`src/rtl/seq_alu.sv`:
```
`timescale 1ns/1ps
`default_nettype none
// ============================================================================
// Module      : seq_alu
// Description : Sequential 16-op ALU with valid/ready handshake. Shifts and
//               rotates move one bit per cycle, unless SEQ_ALU_BARREL_EN is
//               defined, in which case they finish in one cycle through a
//               combinational barrel shifter.
// Revision    : 1.0 - initial release
// ============================================================================
module seq_alu #(
    parameter int WIDTH = 16,
    parameter int SHW   = $clog2(WIDTH)
) (
    input  logic             clk,
    input  logic             reset,
    input  logic             in_valid,
    output logic             in_ready,
    input  logic [3:0]       op,
    input  logic [WIDTH-1:0] a,
    input  logic [WIDTH-1:0] b,
    output logic             out_valid,
    input  logic             out_ready,
    output logic [WIDTH-1:0] result,
    output logic [3:0]       flags
);

    typedef enum logic [1:0] {
        IDLE  = 2'd0,
        SHIFT = 2'd1,
        DONE  = 2'd2
    } state_t;

    state_t           state;
    state_t           state_next;
    logic [WIDTH-1:0] work;
    logic [1:0]       kind;
    logic [SHW-1:0]   cnt;
    logic [SHW-1:0]   amt;
    logic             go_shift;
    logic [WIDTH-1:0] alu_res;
    logic             alu_c;
    logic             alu_v;
    logic [WIDTH:0]   sum;
    logic [WIDTH:0]   diff;
    logic [WIDTH-1:0] step_val;
    logic             step_c;

    assign amt       = b[SHW-1:0];
    assign in_ready  = (state == IDLE);
    assign out_valid = (state == DONE);

`ifdef SEQ_ALU_BARREL_EN
    logic [WIDTH:0]   shl_ext;
    logic [WIDTH:0]   shr_ext;
    logic [WIDTH-1:0] rotl_v;
    logic [WIDTH-1:0] rotr_v;
    logic [WIDTH-1:0] barrel_res;
    logic             barrel_c;

    assign go_shift = 1'b0;

    // One-cycle barrel shift; the extra bit of each extended vector is the last bit shifted out
    always_comb begin
        shl_ext = {1'b0, a} << amt;
        shr_ext = {a, 1'b0} >> amt;
        for (int i = 0; i < WIDTH; i++) begin
            rotl_v[i] = a[SHW'(i - int'(amt))];
            rotr_v[i] = a[SHW'(i + int'(amt))];
        end
        barrel_res = a;
        barrel_c   = 1'b0;
        case (op[1:0])
            2'd0: begin barrel_res = shl_ext[WIDTH-1:0]; barrel_c = shl_ext[WIDTH]; end
            2'd1: begin barrel_res = shr_ext[WIDTH:1];   barrel_c = shr_ext[0];     end
            2'd2: begin barrel_res = rotl_v; barrel_c = (amt != '0) && rotl_v[0];       end
            2'd3: begin barrel_res = rotr_v; barrel_c = (amt != '0) && rotr_v[WIDTH-1]; end
            default: ;
        endcase
    end
`else
    // Serial mode: a shift with a nonzero amount goes through the SHIFT state
    assign go_shift = (op[3:2] == 2'b01) && (amt != '0);
`endif

    // Single-cycle result and flags for everything decided at accept time
    always_comb begin
        sum     = {1'b0, a} + {1'b0, b};
        diff    = {1'b0, a} - {1'b0, b};
        alu_res = '0;
        alu_c   = 1'b0;
        alu_v   = 1'b0;
        case (op)
            4'h1: alu_res = b;
            4'h2: begin
                alu_res = sum[WIDTH-1:0];
                alu_c   = sum[WIDTH];
                alu_v   = (a[WIDTH-1] == b[WIDTH-1]) && (sum[WIDTH-1] != a[WIDTH-1]);
            end
            4'h3: begin
                alu_res = diff[WIDTH-1:0];
                alu_c   = diff[WIDTH];
                alu_v   = (a[WIDTH-1] != b[WIDTH-1]) && (diff[WIDTH-1] != a[WIDTH-1]);
            end
            4'h4, 4'h5, 4'h6, 4'h7: begin
`ifdef SEQ_ALU_BARREL_EN
                alu_res = barrel_res;
                alu_c   = barrel_c;
`else
                // Only reached with amount 0: operand passes through, carry stays 0
                alu_res = a;
`endif
            end
            4'h8: alu_res = a & b;
            4'h9: alu_res = a | b;
            4'hA: alu_res = a ^ b;
            4'hB: alu_res = ~(a | b);
            4'hC: alu_res = ~(a & b);
            4'hD: alu_res = {{(WIDTH-1){1'b0}}, ($signed(a) < $signed(b))};
            4'hE: alu_res = {{(WIDTH-1){1'b0}}, (a == b)};
            4'hF: alu_res = {{(WIDTH-1){1'b0}}, ($signed(a) > $signed(b))};
            default: ;
        endcase
    end

    // One-bit step of the serial shifter, with the bit that leaves the word
    always_comb begin
        step_val = work;
        step_c   = 1'b0;
        case (kind)
            2'd0: begin step_val = {work[WIDTH-2:0], 1'b0};        step_c = work[WIDTH-1]; end
            2'd1: begin step_val = {1'b0, work[WIDTH-1:1]};        step_c = work[0];       end
            2'd2: begin step_val = {work[WIDTH-2:0], work[WIDTH-1]}; step_c = work[WIDTH-1]; end
            2'd3: begin step_val = {work[0], work[WIDTH-1:1]};     step_c = work[0];       end
            default: ;
        endcase
    end

    // State register
    always_ff @(posedge clk or posedge reset) begin
        if (reset) state <= IDLE;
        else       state <= state_next;
    end

    // Next-state logic; SHIFT ends on the edge that performs the last bit step
    always_comb begin
        state_next = state;
        case (state)
            IDLE:    if (in_valid) state_next = go_shift ? SHIFT : DONE;
            SHIFT:   if (cnt == SHW'(1)) state_next = DONE;
            DONE:    if (out_ready) state_next = IDLE;
            default: state_next = IDLE;
        endcase
    end

    // Datapath: capture on accept, step while shifting, hold everywhere else
    always_ff @(posedge clk or posedge reset) begin
        if (reset) begin
            result <= '0;
            flags  <= '0;
            work   <= '0;
            kind   <= '0;
            cnt    <= '0;
        end else begin
            case (state)
                IDLE: begin
                    if (in_valid) begin
                        if (go_shift) begin
                            work <= a;
                            kind <= op[1:0];
                            cnt  <= amt;
                        end else begin
                            result <= alu_res;
                            flags  <= {alu_v, alu_c, alu_res[WIDTH-1], (alu_res == '0)};
                        end
                    end
                end
                SHIFT: begin
                    work <= step_val;
                    cnt  <= cnt - SHW'(1);
                    if (cnt == SHW'(1)) begin
                        result <= step_val;
                        flags  <= {1'b0, step_c, step_val[WIDTH-1], (step_val == '0)};
                    end
                end
                default: ;
            endcase
        end
    end

endmodule
`default_nettype wire

```
`config.mk`:
```
export PLATFORM = sky130hd
export DESIGN_NAME = seq_alu
export DESIGN_NICKNAME = d
export VERILOG_FILES = /design/src/rtl/seq_alu.sv
export SDC_FILE = /design/constraint.sdc
export NUM_CORES = 1
export LEC_CHECK = 0
export CORE_MARGIN = 10
export CORE_UTILIZATION = 35
export DETAILED_ROUTE_END_ITERATION = 10
export GPL_TIMING_DRIVEN = 0
export SYNTH_ARGS = -nofsm -noshare
export SYNTH_HDL_FRONTEND = slang
export SYNTH_SLANG_ARGS = --single-unit
```
`constraint.sdc`:
```
create_clock -name clk -period 5.6 [get_ports clk]
set_input_delay 1.12 -clock clk [delete_from_list [all_inputs] [get_ports clk]]
set_output_delay 1.12 -clock clk [all_outputs]
set_load 0.02 [all_outputs]
```
==> results.cfg <==
[yosys]
ys_async_sr_fraction_pct = 100
yosys.area_share.simple_pct = 21.6
synth_top_area_share_pct = 19.0
ys_seq_area_share_pct = 19.0
syn_inst = 739
synth_cell_types = 82
synthFlopType = dfrtp_1
synth_seq_cells = 43
synth_area_leader_cell = dfrtp_1
syn-num-nets = 833
synth_common_cells = nor2_1, nand2_1, o21ai_0, a21oi_1, inv_1
synthAdderAreaFrac_pct = 12.2
postSynthAreaPerCell_um2 = 7.66
synth_most_common_cell = nor2_1
muxShareOfSynthArea_pct = 4.55
synth_area_leaders = dfrtp_1, ha_1, o21ai_0
synth_top_family_by_area = compound AO/OA/AOI/OAI gates
syn_area_um2 = 5660
synth_compound_gate_area_share_pct = 30.4
yosysWarnings = 0
synth-xor-area-share_pct = 3.09
synth_enable_flop_cells = 0

[setup_path]
crit_arrival_ns = 5.16
path_cells = clkdlybuf4s50_1, ha_1, inv_1, fa_1, nor3b_2, o31a_1, nor3_4, xnor2_1, a2111oi_1, and3_1, nand4_1, o21ai_1
crit_family = compound AO/OA/AOI/OAI gates
path_class = in -> reg
crit_fanout = 6
max_stage_delay_ns = 0.93
cp-start-kind = input pin
crit_slowest_cell = a2111oi_1
end_kind = register
crit_buf_inv = 2
cp_data_required_time_ns = 5.83

[cts]
hold_buffers = 0
post_cts_resize_count = 0
clockBufferDepth = 2
clkLatencyLatePin_ns = 0.29
cts-root-buf = clkbuf_16
cts-htree-levels = 2
cts.sinks = 43
clk_pin_slew_ns = 0.07
post_cts_buffers = 0
cts_buffers = 5
cts_tree = built

[detailed_routing]
avgRoutedWirePerCell_um = 21.1
firstDrtPassIters = 9
vias = 6144
ant_nets = 0
via_per_inst = 5.99
drc = 0
first_iter_violations = 678
routed_wl_um = 21600

[sta]
tns_ns = 0
min_period_ns = 4.93
rsz0062_at_grt = no
post-route-period-util_pct = 88.1
drv_slew = 0
hold_viol_final = 0
worstMarginPinSlew_ns = 1.11
clock.fmax_mhz = 203
finClkSkew_ns = 0.00658
relSlewSlack_pct = 24.8
setup_viol = 0

[floorplanning]
placementRows = 46
start_util_pct = 35.6
io-pin-count = 62
die_x_um = 147
coreArea_um2 = 15900
die_h_um = 147
die_area_um2 = 21700

[placement]
place.gp.congestion = 0.936
place_area_um2 = 6560
portBuffers = 61
dpl.hpwl_um = 17000

[grt]
grt_max_degree = 39
grt_remaining_overflow = 0
first_global_vias = 5764
grt_pass1_wl_um = 33500
antenna_found_initial = 0
grt.total_usage_pct = 19.3

[power]
p_leak_nw = 2.87
p_per_area_nw_per_um2 = 307
peakVddDrop_v = 0.000167

[cells_and_area]
antennaDiodeCount = 0
layout-drive-gt1-share_pct = 7.54
fill_cells = 1688
design_area_um2 = 6720
fin_nets = 902
area_growth_pct = 18.7

[run_status]
status = complete, no violations

[hold_path]
hold_path.class = reg -> reg

[flow_run]
maxCapViolations = 0
==> cell usage in the layout, fill, tap and decap left out, drive strengths merged, types with 7 or more instances in the layout <==
master and instances:
a211oi 12, clkbuf 36, a221o 7, and3 7, a22oi 8, nor3 32, nand3 10, o221ai 8
ha 52, a21o 14, buf 23, xnor2 15, nand2 63, nor2b 7, mux2i 19, inv 55
nor4 9, clkdlybuf4s50 61, a31oi 8, nand2b 11, nor2 67, o21ai 64, nand4 11, o211ai 10
a21oi 56, a221oi 8, dfrtp 43
==> state kept, by name, summed over array words and instances, names as in the netlist <==
signal / flops
kind: 2
state: 2
cnt: 4
result: 15
work: 16
flags: 4
==> cells by family (layout without fill, tap and decap cells) <==
family,count (synthesis),count (layout)
flip-flops,43,43
XOR/XNOR,20,20
AO/OA/AOI/OAI,249,249
AND/OR/NAND/NOR,243,243
multiplexers,25,25
adder cells (fa/ha/maj),54,54
buffers and inverters,105,175
==> worst reg2reg max path: cells and delay by family (launching register included) <==
kind                     cells  cell delay, ns
adder cells (fa/ha/maj)      1            0.21
AND/OR/NAND/NOR              3            0.38
flip-flops                   1            0.42
buffers and inverters        2            0.86
AO/OA/AOI/OAI                2            0.29
==> stage by stage <==
step                      worst slack [ns]  hold slack (ns)  total power [W]  std cells  utilization (%)
after detailed placement             0.501            0.470          0.00174       1017             41.3
final                                0.667            0.478          0.00206       1025             42.3
after floorplan                       1.99            0.462          0.00129        739                -
after CTS                            0.768            0.484          0.00206       1025             42.3
after global placement               0.517            0.463          0.00173       1016             41.2
after global routing                 0.615            0.512          0.00221       1025             42.3
==> power by group <==
part / leakage [nW] / total, W / internal, W / switching, W
Sequential: 0.538 / 0.000561 / 0.000453 / 0.000108
Combinational: 2.25 / 0.00119 / 0.000479 / 0.000710
Clock: 0.0772 / 0.000314 / 0.000190 / 0.000124
Total: 2.87 / 0.00206 / 0.00112 / 0.000942
==> worst paths after layout <==
path / start / to / slack (ns) / depth (start not counted)
min: flags[2] / flags[2] / 0.48 / 1
max reg2reg: cnt[0] / flags[1] / 3.30 / 8
min reg2reg: flags[2] / flags[2] / 0.48 / 1
max: b[0] / flags[0] / 0.67 / 12
min in group asynchronous: reset / flags[1] / 1.03 / 2
max in group asynchronous: reset / work[14] / 4.12 / 3
==> per-layer routing <==
metal	global-route usage, %	part of all wire, %	up-vias	wire [µm]
met3	3.38	7.6	49	1650
met5	0	0	-	0
met4	7.93	4.1	0	890
met1	26.7	45	2960	9750
li1	-	-	2855	-
met2	28.7	43	280	9360
==> final cells by class <==
type	count	area (µm²)	area share, %
buffer	50	312	4.64
clock buffer	8	156	2.33
inverter	55	206	3.07
multi-input combinational	591	4070	60.5
sequential	43	1080	16.0
tap	216	270	4.02
timing repair buffer	62	631	9.39
Power figures use the tool's default switching activity.
